## src/rtl/prg_saver.sv

```systemverilog
// prg_saver: streams the resident BASIC program out of PET RAM as a .PRG byte stream,
// a 2-byte little-endian load address followed by RAM[start .. end-1], ioctl-upload style.
module prg_saver #(
    parameter int unsigned RD_LAT   = 1,
    parameter logic [15:0] PTR_BASE = 16'h0028,
    parameter logic [15:0] MAX_ADDR = 16'h8000
) (
    input  logic        clk,
    input  logic        reset,
    input  logic        start,
    output logic [15:0] dma_addr,
    output logic        dma_rd,
    input  logic [7:0]  dma_din,
    output logic [24:0] out_addr,
    output logic [7:0]  out_data,
    output logic        out_wr,
    input  logic        out_wait,
    output logic        busy,
    output logic        done,
    output logic        error,
    output logic [24:0] length
);

    localparam logic [3:0] S_IDLE = 4'd0;
    localparam logic [3:0] S_PTR  = 4'd1;
    localparam logic [3:0] S_CHK  = 4'd2;
    localparam logic [3:0] S_HDR0 = 4'd3;
    localparam logic [3:0] S_HDR1 = 4'd4;
    localparam logic [3:0] S_MRD  = 4'd5;
    localparam logic [3:0] S_MWT  = 4'd6;
    localparam logic [3:0] S_EMIT = 4'd7;
    localparam logic [3:0] S_FIN  = 4'd8;

    localparam logic [7:0] LAT_INIT = 8'(RD_LAT);

    logic [3:0]  state;
    logic [1:0]  ptr_idx;
    logic        rd_pend;
    logic [7:0]  lat_cnt;
    logic [15:0] start_ptr;
    logic [15:0] end_ptr;
    logic [15:0] ptr;
    logic [15:0] cnt;

    // Strobes default low each cycle; a state raises them for exactly one cycle.
    // Emit states strobe one cycle after seeing out_wait low and leave on the strobe cycle,
    // so a late out_wait rise never cancels a strobe already on the wire.
    always_ff @(posedge clk) begin
        if (reset) begin
            state     <= S_IDLE;
            ptr_idx   <= '0;
            rd_pend   <= 1'b0;
            lat_cnt   <= '0;
            start_ptr <= '0;
            end_ptr   <= '0;
            ptr       <= '0;
            cnt       <= '0;
            dma_addr  <= '0;
            dma_rd    <= 1'b0;
            out_addr  <= '0;
            out_data  <= '0;
            out_wr    <= 1'b0;
            busy      <= 1'b0;
            done      <= 1'b0;
            error     <= 1'b0;
            length    <= '0;
        end else begin
            dma_rd <= 1'b0;
            out_wr <= 1'b0;
            done   <= 1'b0;
            error  <= 1'b0;
            case (state)
                S_IDLE: begin
                    if (start && !done && !error) begin
                        state   <= S_PTR;
                        busy    <= 1'b1;
                        ptr_idx <= '0;
                        rd_pend <= 1'b0;
                        length  <= '0;
                    end
                end
                S_PTR: begin
                    if (!rd_pend) begin
                        dma_addr <= PTR_BASE + 16'(ptr_idx);
                        dma_rd   <= 1'b1;
                        rd_pend  <= 1'b1;
                        lat_cnt  <= LAT_INIT;
                    end else if (lat_cnt != 8'd0) begin
                        lat_cnt <= lat_cnt - 8'd1;
                    end else begin
                        rd_pend <= 1'b0;
                        case (ptr_idx)
                            2'd0: start_ptr[7:0]  <= dma_din;
                            2'd1: start_ptr[15:8] <= dma_din;
                            2'd2: end_ptr[7:0]    <= dma_din;
                            2'd3: end_ptr[15:8]   <= dma_din;
                        endcase
                        ptr_idx <= ptr_idx + 2'd1;
                        if (ptr_idx == 2'd3) begin
                            state <= S_CHK;
                        end
                    end
                end
                S_CHK: begin
                    if (end_ptr < start_ptr || end_ptr > MAX_ADDR) begin
                        error <= 1'b1;
                        busy  <= 1'b0;
                        state <= S_IDLE;
                    end else begin
                        cnt      <= end_ptr - start_ptr;
                        ptr      <= start_ptr;
                        out_addr <= '0;
                        out_data <= start_ptr[7:0];
                        state    <= S_HDR0;
                    end
                end
                S_HDR0: begin
                    if (out_wr) begin
                        out_addr <= 25'd1;
                        out_data <= start_ptr[15:8];
                        state    <= S_HDR1;
                    end else if (!out_wait) begin
                        out_wr <= 1'b1;
                    end
                end
                S_HDR1: begin
                    if (out_wr) begin
                        state <= S_MRD;
                    end else if (!out_wait) begin
                        out_wr <= 1'b1;
                    end
                end
                S_MRD: begin
                    if (cnt == 16'd0) begin
                        state <= S_FIN;
                    end else begin
                        dma_addr <= ptr;
                        dma_rd   <= 1'b1;
                        lat_cnt  <= LAT_INIT;
                        state    <= S_MWT;
                    end
                end
                S_MWT: begin
                    if (lat_cnt != 8'd0) begin
                        lat_cnt <= lat_cnt - 8'd1;
                    end else begin
                        out_data <= dma_din;
                        out_addr <= 25'(ptr - start_ptr) + 25'd2;
                        state    <= S_EMIT;
                    end
                end
                S_EMIT: begin
                    if (out_wr) begin
                        ptr   <= ptr + 16'd1;
                        cnt   <= cnt - 16'd1;
                        state <= S_MRD;
                    end else if (!out_wait) begin
                        out_wr <= 1'b1;
                    end
                end
                S_FIN: begin
                    done   <= 1'b1;
                    busy   <= 1'b0;
                    length <= 25'(end_ptr - start_ptr) + 25'd2;
                    state  <= S_IDLE;
                end
                default: state <= S_IDLE;
            endcase
        end
    end

endmodule

```

## config.mk

```make
export PLATFORM = sky130hd
export DESIGN_NAME = prg_saver
export DESIGN_NICKNAME = d
export VERILOG_FILES = /design/src/rtl/prg_saver.sv
export SDC_FILE = /design/constraint.sdc
export NUM_CORES = 1
export LEC_CHECK = 0
export BUFFER_PORTS_ARGS = -buffer_cell sky130_fd_sc_hd__buf_2
export CAP_MARGIN = 20
export CORE_ASPECT_RATIO = 1.5
export CORE_MARGIN = 4
export CORE_UTILIZATION = 60
export CTS_CLUSTER_DIAMETER = 30
export DETAILED_ROUTE_END_ITERATION = 7
export PLACE_DENSITY = 0.81
export SYNTH_ARGS = -nofsm -noshare
export SYNTH_HDL_FRONTEND = slang
export SYNTH_SLANG_ARGS = --single-unit
```

## constraint.sdc

```tcl
create_clock -name clk -period 3.5 [get_ports clk]
set_input_delay 0.35 -clock clk [delete_from_list [all_inputs] [get_ports clk]]
set_output_delay 0.35 -clock clk [all_outputs]
set_load 0.05 [all_outputs]
```

==> metrics.cfg <==
[outcome]
outcome = finished, final reports clean

[timing]
period_needed_ns = 3.34
slew_headroom_pct = 51.7
rsz0062_at_grt = no
tns_ns = 0
final-hold-violation-count = 0
slew_violations = 0
setup_viol = 0
fin_skew_ns = 0.0122
fmax_ghz = 0.299
worst_pin_slew_ns = 0.723
period_share_pct = 95.5

[clock_network]
cts_tree = yes
cts.sinks = 144
cts_resized = 0
cts_buffers = 17
cts_root_buffer = clkbuf_16
clk_pin_slew_ns = 0.06
cts_hold_buf = 0
clockBufferDepth = 2
insertion_delay_ns = 0.44
htreeDepth = 4
cts_setup_buffers = 0

[die]
dieArea_um2 = 16900
num_rows = 54
die_x_um = 107
coreArea_um2 = 14500
initial_core_util_pct = 61.3
io_pins = 91
fp.dieH_um = 157

[routing]
drtIter0Drc = 566
drc_errors = 0
firstDrtPassIters = 5
wl_per_cell_um = 18.2
via_per_inst = 6.30
wirelength_mm = 25.9
vias = 8996
drtAntennaViolNets = 0

[yosys]
seq_area_frac_synth_pct = 32.4
synthMuxAreaShare_pct = 0.351
avgSynthCellArea_um2 = 7.76
synth_area_um2 = 8900
ys_types = 81
synth_xor_area_share_pct = 4.53
synth_compound_area_share_pct = 25.3
synth_top_family_by_area = simple AND/OR/NAND/NOR gates
synth_cells = 1147
synth_fa_ha_area_share_pct = 6.49
syn-num-nets = 1204
async_reset_ff_share_pct = 0
synth-warning-count = 0
yosys.area_share.simple_pct = 25.5
synth_edf_count = 0
ys_seq_elements = 144
synthFlopType = dfxtp_1

[power]
p_total_uw = 6510
vdd_drop_max_mv = 0.432
p_leak_uw = 0.00409
p_per_area_nw_per_um2 = 637

[final_layout]
final_cell_mix = dfxtp_1, nor2_1, nand2_1
regArea_um2 = 2880
diodes = 0
nets = 1275
layout-drive-gt1-share_pct = 15.2
area_growth_pct = 14.7
fill_cells = 1161
final_common_cell = dfxtp_1
multiInputGateArea_um2 = 5550

[worst_setup_path]
regToRegSetupSlack_ns = 0.16
startpoint_type = flip-flop
worstPathMaxFanout = 9
r2r_end = out_addr[13]
required_ns = 3.83
rr_startpoint = start_ptr[6]
critical_path.startpoint = start_ptr[6]
reg2regPathDepth = 11
endpoint_kind = flip-flop
critPathArrivalTime_ns = 3.68
critPathKind = reg2reg

[placement]
numPortBuffers = 90
globalplace.congestion = 1.00
dpl.hpwl_mm = 19.3

[grt]
grt_max_degree = 57
grt_usage_pct = 30.8
grt_pass1_vias = 8568
grt_first_pass_wirelength_mm = 41.5
antenna_found_initial = 0
grt-ovfl-total = 0

[hold_path]
hold_path.startpoint = out_wait
holdPathEnd = out_wr
hold_path.class = in2reg
worstHoldPathCells = 2

[run]
maxCapViolCount = 0

## flip-flops by register name (all words and copies together) (netlist names), 4 cells and up
register / count
cnt: 16
dma_addr: 16
end_ptr: 16
lat_cnt: 8
length: 18
out_addr: 18
out_data: 8
ptr: 16
start_ptr: 16
state: 4
## cells by family (layout without fill, tap and decap cells)
logic type,after synthesis,after routing
AO/OA/AOI/OAI,334,334
XOR/XNOR,46,46
adder cells (fa/ha/maj),45,45
buffers and inverters,109,193
flip-flops,144,144
multiplexers,3,3
AND/OR/NAND/NOR,466,466
## where the power goes
group	total, uW	internal (uW)	switching [uW]
Sequential	1970	1800	170
Clock	1980	1230	742
Combinational	2560	911	1650
Total	6510	3940	2560
## area by class of cell
type / instances / share of cell area [%]
clock buffers: 20 / 4.47
clock inverters: 12 / 1.79
inverters: 36 / 1.32
multi-input cells: 894 / 54.4
flip-flops and latches: 144 / 28.2
well taps: 196 / 2.40
repair buffers: 125 / 7.38
## stage by stage
stage                     setup WS (ns)  cells  util, %  instance area [um^2]  hold WS [ns]
final                             0.156   1427     70.3                 10200        0.0674
after global placement            0.253   1395     65.8                  9560         0.431
after floorplan                   0.381   1147        -                  8900         0.426
after global routing            0.00175   1427     70.3                 10200        0.0679
after CTS                         0.138   1427     70.2                 10200        0.0627
after detailed placement          0.153   1395     65.8                  9560         0.439
## routing by layer
layer | vias to the layer above | global-route usage, % | part of all wire (%)
met5 | - | 0 | 0
met4 | 0 | 22.1 | 7.2
met3 | 122 | 5.74 | 5.7
met2 | 358 | 54.7 | 50
met1 | 4214 | 32.2 | 37
li1 | 4302 | - | -
## critical path, stage by stage, from the launching register on
cell,delay [ns]
dfxtp_1,0.37
inv_1,0.10
ha_1,0.44
and4_1,0.33
and3_1,0.21
a21oi_2,0.26
a211oi_1,0.15
o21ai_1,0.43
a21boi_2,0.25
nor2_1,0.50
nand2_1,0.14
o41ai_2,0.07
## cells in the mapped netlist (9+ instances only)
library cell / count / area [um^2]
nand3_1: 67 / 335
a22oi_1: 32 / 240
a21oi_1: 107 / 536
and3_1: 17 / 106
nand3b_1: 9 / 67.6
nor3_1: 26 / 130
ha_1: 43 / 538
a22o_1: 25 / 219
inv_1: 36 / 135
xnor2_1: 29 / 254
buf_4: 14 / 105
xor2_1: 17 / 149
nor2_1: 131 / 492
a21o_1: 10 / 75.1
nor4_1: 10 / 62.6
dfxtp_1: 144 / 2880
nand4_1: 9 / 56.3
clkbuf_1: 45 / 169
a211oi_1: 15 / 113
o21ai_0: 58 / 290
a311oi_1: 9 / 78.8
nand2_1: 126 / 473
buf_2: 12 / 60.1
nand2b_1: 15 / 93.8
## worst max path at each step
stage,endpoint,slack [ns],cells after the start
2_1_floorplan,out_addr[23],0.38,11
3_3_place_gp,out_addr[23],0.25,11
3_5_place_dp,out_addr[23],0.15,11
4_1_cts,out_addr[23],0.14,11
5_1_grt,out_addr[23],0.002,11
6_report,out_addr[13],0.16,11
Power figures use the tool's default switching activity.
